===== src/rtl/top_2_pkg.sv =====
// Shared types for the push-button bus demonstrator: config field indices,
// master FSM states, slave ids and the per-master transfer configuration.
package top_2_pkg;

    localparam logic [2:0] FIELD_ADDR   = 3'd0;
    localparam logic [2:0] FIELD_MASTER = 3'd1;
    localparam logic [2:0] FIELD_SLAVE  = 3'd2;
    localparam logic [2:0] FIELD_BURST  = 3'd3;
    localparam logic [2:0] FIELD_WDATA  = 3'd4;
    localparam logic [2:0] FIELD_LAST   = 3'd6;

    typedef enum logic [1:0] {
        ST_IDLE = 2'd0,
        ST_REQ  = 2'd1,
        ST_ADDR = 2'd2,
        ST_DATA = 2'd3
    } master_state_t;

    typedef enum logic [1:0] {
        SLV_S1 = 2'd0,
        SLV_S2 = 2'd1,
        SLV_S3 = 2'd2
    } slave_id_t;

    typedef struct packed {
        logic [7:0] addr;
        slave_id_t  target;
        logic [3:0] burst;
        logic [7:0] wdata;
    } master_cfg_t;

    function automatic slave_id_t next_slave(input slave_id_t s);
        case (s)
            SLV_S1:  return SLV_S2;
            SLV_S2:  return SLV_S3;
            default: return SLV_S1;
        endcase
    endfunction

endpackage


===== src/rtl/top_2_if.sv =====
// Internal bus between one master and the arbiter/slave side: request, grant,
// ownership hold and one data beat per tick.
interface top_2_if;
    import top_2_pkg::*;

    logic      req;
    logic      gnt;
    logic      hold;
    logic      valid;
    logic      we;
    slave_id_t target;
    logic [7:0] addr;
    logic [7:0] wdata;
    logic [7:0] rdata;

    modport master (output req, hold, valid, we, target, addr, wdata,
                    input  gnt, rdata);
    modport slave  (input  req, hold, valid, we, target, addr, wdata,
                    output gnt, rdata);
endinterface


===== src/rtl/top_2_bus_master.sv =====
// One bus master: config registers, IDLE->REQ->ADDR->DATA FSM stepping on
// ticks, beat counter and the read-back register.
module bus_master
    import top_2_pkg::*;
(
    input  logic       clock,
    input  logic       rst,
    input  logic       tick,
    input  logic       start,
    input  logic       rw,
    input  logic       cfg_commit,
    input  logic [2:0] cfg_field,
    input  logic [7:0] cfg_value,
    output logic       busy,
    output logic [7:0] rd_data,
    top_2_if.master    bus
);
    master_state_t state, state_next;
    master_cfg_t   cfg;
    logic          dir_read;
    logic [3:0]    beat;
    logic          last_beat;

    assign last_beat = (beat == cfg.burst);

    always_ff @(posedge clock) begin
        if (rst) begin
            cfg <= '{addr: '0, target: SLV_S1, burst: '0, wdata: '0};
        end else if (cfg_commit) begin
            case (cfg_field)
                FIELD_ADDR:  cfg.addr   <= cfg_value;
                FIELD_SLAVE: cfg.target <= next_slave(cfg.target);
                FIELD_BURST: cfg.burst  <= cfg_value[3:0];
                FIELD_WDATA: cfg.wdata  <= cfg_value;
                default:     ;
            endcase
        end
    end

    always_ff @(posedge clock) begin
        if (rst) state <= ST_IDLE;
        else     state <= state_next;
    end

    always_comb begin
        state_next = state;
        if (tick) begin
            case (state)
                ST_IDLE: if (start)   state_next = ST_REQ;
                ST_REQ:  if (bus.gnt) state_next = ST_ADDR;
                ST_ADDR:              state_next = ST_DATA;
                ST_DATA: if (last_beat) state_next = ST_IDLE;
                default:              state_next = ST_IDLE;
            endcase
        end
    end

    always_ff @(posedge clock) begin
        if (rst) begin
            dir_read <= 1'b0;
            beat     <= '0;
            rd_data  <= '0;
        end else if (tick) begin
            case (state)
                ST_IDLE: if (start) dir_read <= rw;
                ST_ADDR: beat <= '0;
                ST_DATA: begin
                    if (dir_read) rd_data <= bus.rdata;
                    beat <= beat + 4'd1;
                end
                default: ;
            endcase
        end
    end

    assign busy      = (state != ST_IDLE);
    assign bus.req   = (state == ST_REQ);
    // Ownership ends on the last beat so a waiting master is granted on that same tick.
    assign bus.hold  = (state == ST_ADDR) || ((state == ST_DATA) && !last_beat);
    assign bus.valid = (state == ST_DATA);
    assign bus.we    = !dir_read;
    assign bus.target = cfg.target;
    assign bus.addr  = cfg.addr + {4'd0, beat};
    assign bus.wdata = cfg.wdata + {4'd0, beat};

endmodule


===== src/rtl/top_2.sv =====
// Board-level demonstrator: clock divider, button conditioning, config panel,
// two bus masters, fixed-priority arbiter and three slave memories.
module top_2
    import top_2_pkg::*;
#(
    parameter int SCALE     = 10,
    parameter int MEM_DEPTH = 256
) (
    input  logic        clock,
    input  logic        rst,
    input  logic        enable,
    input  logic        button1_raw,
    input  logic        button2_raw,
    input  logic        button3_raw,
    input  logic        mode_switch,
    input  logic        rw_switch1,
    input  logic        rw_switch2,
    input  logic [11:0] switch_array,
    output logic        m1_busy,
    output logic        m2_busy,
    output logic        scaled_clk
);
    localparam int CW = $clog2(SCALE);
    localparam logic [CW-1:0] LAST_COUNT = CW'(SCALE - 1);
    localparam logic [CW-1:0] HALF_COUNT = CW'(SCALE / 2);

    logic [CW-1:0] count;
    logic          tick;

    // NOTE: sequential state is assigned with <= so every register sees pre-edge values.
    always_ff @(posedge clock) begin
        if (rst)         count <= '0;
        else if (enable) count <= (count == LAST_COUNT) ? '0 : count + 1'b1;
    end

    assign tick       = enable && (count == LAST_COUNT);
    assign scaled_clk = (count >= HALF_COUNT);

    logic [2:0] sync_a, sync_b;
    logic [1:0] sampled;
    logic       ev1, ev2, adv;

    always_ff @(posedge clock) begin
        if (rst) begin
            sync_a  <= '0;
            sync_b  <= '0;
            sampled <= '0;
        end else if (enable) begin
            sync_a <= ~{button3_raw, button2_raw, button1_raw};
            sync_b <= sync_a;
            if (tick) sampled <= sync_b[1:0];
        end
    end

    assign ev1 = tick && sync_b[0] && !sampled[0];
    assign ev2 = tick && sync_b[1] && !sampled[1];
    assign adv = tick && sync_b[2];

    logic [2:0] field_idx;
    logic       sel_m2;

    always_ff @(posedge clock) begin
        if (rst) begin
            field_idx <= FIELD_ADDR;
            sel_m2    <= 1'b0;
        end else if (!mode_switch) begin
            if (adv) field_idx <= (field_idx == FIELD_LAST) ? FIELD_ADDR : field_idx + 3'd1;
            if (ev1 && field_idx == FIELD_MASTER) sel_m2 <= !sel_m2;
        end
    end

    logic commit1, commit2, start1, start2;
    assign commit1 = !mode_switch && ev1 && !sel_m2;
    assign commit2 = !mode_switch && ev1 &&  sel_m2;
    assign start1  =  mode_switch && ev1;
    assign start2  =  mode_switch && ev2;

    top_2_if if_m1 ();
    top_2_if if_m2 ();
    logic [7:0] m1_rd_data, m2_rd_data;

    bus_master u_m1 (
        .clock(clock), .rst(rst), .tick(tick), .start(start1), .rw(rw_switch1),
        .cfg_commit(commit1), .cfg_field(field_idx), .cfg_value(switch_array[7:0]),
        .busy(m1_busy), .rd_data(m1_rd_data), .bus(if_m1)
    );

    bus_master u_m2 (
        .clock(clock), .rst(rst), .tick(tick), .start(start2), .rw(rw_switch2),
        .cfg_commit(commit2), .cfg_field(field_idx), .cfg_value(switch_array[7:0]),
        .busy(m2_busy), .rd_data(m2_rd_data), .bus(if_m2)
    );

    // Fixed priority: M1 wins a simultaneous request; an owner keeps the bus until its last beat.
    assign if_m1.gnt = if_m1.req && !if_m2.hold;
    assign if_m2.gnt = if_m2.req && !if_m1.req && !if_m1.hold;

    logic       bus_valid, bus_we;
    slave_id_t  bus_target;
    logic [7:0] bus_addr, bus_wdata, bus_rdata;

    always_comb begin
        // NOTE: each output of a combinational block is defaulted first so no latch is inferred.
        bus_valid  = if_m1.valid || if_m2.valid;
        bus_we     = if_m1.we;
        bus_target = if_m1.target;
        bus_addr   = if_m1.addr;
        bus_wdata  = if_m1.wdata;
        if (if_m2.valid) begin
            bus_we     = if_m2.we;
            bus_target = if_m2.target;
            bus_addr   = if_m2.addr;
            bus_wdata  = if_m2.wdata;
        end
    end

    logic [7:0] mem_s1 [MEM_DEPTH];
    logic [7:0] mem_s2 [MEM_DEPTH];
    logic [7:0] mem_s3 [MEM_DEPTH];

    // NOTE: the memories have no reset, so their contents survive rst.
    always_ff @(posedge clock) begin
        if (tick && bus_valid && bus_we) begin
            case (bus_target)
                SLV_S2:  mem_s2[bus_addr] <= bus_wdata;
                SLV_S3:  mem_s3[bus_addr] <= bus_wdata;
                default: mem_s1[bus_addr] <= bus_wdata;
            endcase
        end
    end

    always_comb begin
        case (bus_target)
            SLV_S2:  bus_rdata = mem_s2[bus_addr];
            SLV_S3:  bus_rdata = mem_s3[bus_addr];
            default: bus_rdata = mem_s1[bus_addr];
        endcase
    end

    assign if_m1.rdata = bus_rdata;
    assign if_m2.rdata = bus_rdata;

    // Upper switch bits and the read-back registers have no consumer on this board.
    logic unused_bits;
    assign unused_bits = ^{switch_array[11:8], m1_rd_data, m2_rd_data};

endmodule


===== config.mk =====
export PLATFORM = sky130hd
export DESIGN_NAME = top_2
export DESIGN_NICKNAME = d
export VERILOG_FILES = /design/src/rtl/top_2_pkg.sv /design/src/rtl/top_2_if.sv /design/src/rtl/top_2_bus_master.sv /design/src/rtl/top_2.sv
export SDC_FILE = /design/constraint.sdc
export NUM_CORES = 1
export LEC_CHECK = 0
export ABC_CLOCK_PERIOD_IN_PS = 10100
export CAP_MARGIN = 10
export CORE_MARGIN = 5
export CORE_UTILIZATION = 33
export DETAILED_ROUTE_END_ITERATION = 8
export PLACE_DENSITY_LB_ADDON = 0.05
export SETUP_SLACK_MARGIN = 0.05
export SLEW_MARGIN = 20
export SYNTH_ARGS = -nofsm -noshare
export SYNTH_HDL_FRONTEND = slang
export SYNTH_HIERARCHICAL = 1
export SYNTH_SLANG_ARGS = --single-unit

===== constraint.sdc =====
create_clock -name clock -period 10.1 [get_ports clock]
set_input_delay 2.525 -clock clock [delete_from_list [all_inputs] [get_ports clock]]
set_output_delay 2.525 -clock clock [all_outputs]
set_load 0.1 [all_outputs]

==> results of run 1 <==
==> worst max-delay path: stages <==
cell and delay (ns):
clkdlybuf4s50_1 0.76, nand2_1 0.21, nor2_1 0.13, nand2_1 0.16, inv_1 0.37, nand2_1 0.13
nor3b_1 0.23, inv_1 0.06, a221oi_1 0.43, a21oi_1 0.14, a211oi_1 0.21
==> final timing paths <==
check	to	slack [ns]	cells after the start
worst min-delay path	sampled[0]	0.46	2
worst max-delay path	u_m2/state[0]	4.93	11
worst max register to register	u_m2/state[0]	7.62	10
worst min register to register	sampled[0]	0.46	2
==> placed cells by master (no fill, tap or decap) <==
| master | count |
|---|---|
| xnor2_1 | 2 |
| a22oi_1 | 2 |
| a211oi_1 | 5 |
| nor4_1 | 1 |
| a21oi_1 | 15 |
| nor3b_1 | 5 |
| and2_1 | 1 |
| nand2_1 | 15 |
| nor3_1 | 4 |
| o21ai_0 | 8 |
| a21o_2 | 2 |
| nand4b_1 | 2 |
| nor2_1 | 30 |
| clkbuf_8 | 5 |
| a31oi_1 | 2 |
| mux2i_1 | 14 |
| nor2b_1 | 3 |
| clkinv_2 | 1 |
| clkbuf_1 | 1 |
| dfxtp_1 | 36 |
| xor2_1 | 9 |
| o41ai_4 | 2 |
| a221oi_1 | 2 |
| buf_4 | 1 |
| nand3_1 | 5 |
| ha_1 | 10 |
| or2b_1 | 2 |
| a32oi_1 | 2 |
| nor4bb_1 | 1 |
| nand2b_1 | 2 |
| nand3b_1 | 1 |
| a2111oi_0 | 2 |
| clkdlybuf4s50_1 | 13 |
| inv_1 | 15 |
==> sequential cells by signal (all words and copies together), names as in the netlist, 3 cells and up <==
| signal | flops |
|---|---|
| count | 4 |
| u_m1/beat | 4 |
| u_m1/cfg | 4 |
| u_m2/beat | 4 |
| u_m2/cfg | 4 |
| field_idx | 3 |
| sync_a | 3 |
| sync_b | 3 |
==> routing by layer <==
| layer | global-route usage | wire [um] | up-vias |
|---|---|---|---|
| li1 | - | - | 740 |
| met1 | 0.136 | 1820 | 657 |
| met2 | 0.181 | 1700 | 15 |
| met3 | 0.0343 | 102 | 5 |
| met4 | 0.0388 | 53 | 0 |
| met5 | 0 | 0 | - |
==> report_power, final <==
group | internal, uW | switching, uW | leakage, uW
combinational | 6.05 | 6.04 | 0.000545
clock | 46.9 | 47.2 | 0.0000410
sequential | 144 | 1.82 | 0.000291
total | 197 | 55.0 | 0.000877
==> final cells by class <==
class / count / area, um2 / area share
clock buffers: 6 / 72.6 / 0.0346
clock inverters: 1 / 5.00 / 0.00239
inverters: 15 / 56.3 / 0.0269
multi-input cells: 149 / 1010 / 0.483
flip-flops and latches: 36 / 721 / 0.344
well taps: 72 / 90.1 / 0.0430
repair buffers: 14 / 138 / 0.0657
==> through the flow <==
step | power [uW] | setup WS [ns] | std cells | cell area, um2
global placement | 161 | 4.77 | 286 | 2020
global route | 264 | 4.65 | 293 | 2090
detailed placement | 161 | 4.68 | 286 | 2020
CTS | 258 | 4.96 | 293 | 2090
finish | 252 | 4.93 | 293 | 2090
floorplan | 155 | 6.15 | 211 | 1830
==> impl_metrics.ini, run 1 <==
[yosys]
syn_avg_cell_area_um2 = 8.69
synth_fp_nets = 242
syn_inst = 211
ys_warn_count = 6
syn_area_um2 = 1830

[detailed_routing]
detail_route.first_pass.iterations = 4
drtAntennaViolNets = 0
wl_mm = 3.67
vias = 1417
drc = 0
routedWlPerCell_um = 12.5
drt_iter0_drc = 52
via_per_inst = 4.84

[clock_tree]
clk_latency_ns = 0.28
cts_tree = done
clock-sinks = 36
cts_resized = 0
clockRootBuffer = clkbuf_8
clkSlewWorstSetupHoldPaths_ns = 0.07
htreeDepth = 2
ctsHoldBuffers = 0
clock_path_buffers = 2
numCtsBuffers = 5
postCtsSetupRepairBufs = 0

[die]
die_w_um = 84.5
rows = 27
design.core.area_um2 = 5440
dieHeight_um = 84.5
dieArea_um2 = 7150
start_util = 0.337
io_pins = 24

[sta]
tns_ns = 0
slew_violations = 0
whs_ns = 0.464
post-route-period-util = 0.512
rsz0062_at_grt = no
finalHoldViolCount = 0
worstMarginPinSlew_ns = 0.970
min_period_ns = 5.17
max_freq_ghz = 0.193
setup_viol = 0
finClkSkew_ns = 0.00235
max-slew-margin-rel = 0.351

[global_routing]
grt_pass1_vias = 1472
grt_overflow = 0
track_usage = 0.110
grt_max_degree = 21
antenna_found_initial = 0
grt_pass1_wl_mm = 6.47

[setup_path]
arrival_ns = 5.36
cp-startpoint = enable
crit_path_end_kind = flop
critPathKind = in -> reg
start_kind = input port
cp_data_required_time_ns = 10.29
r2r_start = count[0]
crit_fanout = 13

[cells_and_area]
n_fill_cell = 553
num_antenna_cells = 0
drive_gt1_frac = 0.0498
fin_util = 0.385
layout.nets = 252
areaGrowthSynthToFinish_pct = 14.3

[pwr]
vdd_drop_max_mv = 0.0493
leakagePower_uw = 0.000877
powerDensity_nw_per_um2 = 120

[placed_design]
place_congestion = 0.782
io_buffers = 13
dp_hpwl_mm = 2.74

[min_path]
hp-class = reg -> reg
hp-start = sampled[0]

[outcome]
status = complete, no violations

[run]
drv_cap = 0
Note: power is estimated with default switching activity, not from simulation.
==> inputs of run 2 (changes only) <==
Settings changed: ABC_CLOCK_PERIOD_IN_PS 10100 to 4150.
Clock period 10.1 ns to 4.15 ns, I/O delays scaled along.
==> run 2 against run 1 <==
Effect of this change: clock power is 140% higher; critical endpoint is now m2_busy; non-clock buffer count rose by 2; critical path type is now reg -> out; largest cell class unchanged; via count increased by 2.5%; register-to-register slack lost 5.9 ns; core utilization rose by 0.28 points; largest power group unchanged; critical path depth fell by 7; final cell count grew 0.68%; die area did not move; cell area increased by 0.72%.
==> impl_metrics.ini, run 2 (synthesis gave the netlist of run 1 again) <==
[outcome]
status = complete, no violations

[sta]
finalHoldViolCount = 0
max_freq_ghz = 0.310
whs_ns = 0.455
setup_viol = 0
tns_ns = 0
finClkSkew_ns = 0.00251
worstMarginPinSlew_ns = 0.972
slew_violations = 0
post-route-period-util = 0.777
rsz0062_at_grt = no
max-slew-margin-rel = 0.350
min_period_ns = 3.22

[clock_tree]
clockRootBuffer = clkbuf_8
htreeDepth = 2
cts_resized = 0
clk_latency_ns = 0.28
clock_path_buffers = 2
ctsHoldBuffers = 0
postCtsSetupRepairBufs = 0
clkSlewWorstSetupHoldPaths_ns = 0.07
cts_tree = done
numCtsBuffers = 5
clock-sinks = 36

[placed_design]
place_inst = 288
placed_cell_area_um2 = 2030
dp_hpwl_mm = 2.78
io_buffers = 13
place_congestion = 0.796

[detailed_routing]
via_per_inst = 4.93
drc = 0
wl_mm = 3.72
vias = 1453
drt_iter0_drc = 42
routedWlPerCell_um = 12.6
drtAntennaViolNets = 0
detail_route.first_pass.iterations = 4

[global_routing]
track_usage = 0.108
grt_pass1_vias = 1431
grt_overflow = 0
grt_max_degree = 21
grt_pass1_wl_mm = 6.24
antenna_found_initial = 0

[pwr]
p_int_uw = 480
clockPowerShare = 0.374
switching_share = 0.220
powerDensity_nw_per_um2 = 291
seqPwrFrac = 0.577
vdd_drop_max_mv = 0.117
switching_power_uw = 135
leakagePower_uw = 0.000887
p_comb_frac = 0.049

[cells_and_area]
areaGrowthSynthToFinish_pct = 15.1
num_antenna_cells = 0
stdcell_count = 295
finalInstanceArea_um2 = 2110
layout_common_cells = dfxtp_1 (36), nor2_1 (30), nand2_1 (15), inv_1 (15), a21oi_1 (15)
layout.nets = 254
drive_gt1_frac = 0.0583
n_fill_cell = 568
final_common_cell = dfxtp_1

[die]
start_util = 0.337
dieHeight_um = 84.5
dieArea_um2 = 7150
rows = 27
design.core.area_um2 = 5440
io_pins = 24
die_w_um = 84.5

[setup_path]
cp_data_required_time_ns = 3.11
crit_fanout = 4
crit_path_end_kind = output pin
start_kind = flop
arrival_ns = 2.19
critPathKind = reg -> out

[run]
drv_cap = 0

[min_path]
hp-class = reg -> reg
-- run 2: changes by cell type in the layout (fill, tap and decap cells not counted) --
cell | previous run | this run
buf_4 | 1 | 3
-- run 2: final timing paths --
check | to | slack (ns) | depth (start not counted) | start
hold / removal | sampled[0] | 0.46 | 2 | sampled[0]
setup reg to reg | u_m2/state[0] | 1.72 | 8 | u_m1/beat[0]
hold reg to reg | sampled[0] | 0.46 | 2 | sampled[0]
setup / recovery | m2_busy | 0.93 | 4 | u_m2/state[0]
-- run 2: metal layers --
metal | GRT usage | wire, um | up-vias
met3 | 0.0363 | 109 | 7
met4 | 0.0489 | 85 | 0
met2 | 0.172 | 1740 | 17
met5 | 0 | 0 | -
li1 | - | - | 744
met1 | 0.131 | 1780 | 685
-- run 2: critical path: stages (launching register included) --
cell	delay [ns]
dfxtp_1	0.39
inv_1	0.08
ha_1	0.23
inv_1	0.07
clkdlybuf4s50_1	1.13
-- run 2: through the flow --
| stage | total power, uW | setup slack (ns) | util |
|---|---|---|---|
| after global placement | 392 | 0.851 | 0.374 |
| after floorplan | 378 | 1.68 | - |
| after global routing | 648 | 0.719 | 0.388 |
| after CTS | 626 | 0.898 | 0.388 |
| final | 615 | 0.927 | 0.388 |
| after detailed placement | 393 | 0.788 | 0.374 |
-- run 2: final cells by class --
type	instances	area, um2	area share
multi-input combinational	149	1010	0.480
sequential	36	721	0.342
timing repair buffer	16	153	0.0724
tap	72	90.1	0.0427
clock buffer	6	72.6	0.0344
inverter	15	56.3	0.0267
clock inverter	1	5.00	0.00237
-- run 2: power groups by stage --
stage	Combinational [uW]	Clock, uW	Sequential, uW
floorplan	16.5	0	362
global placement	29.6	0	362
finish	30.1	230	355
global route	33.1	259	355
detailed placement	30.5	0	363
CTS	30.5	241	355
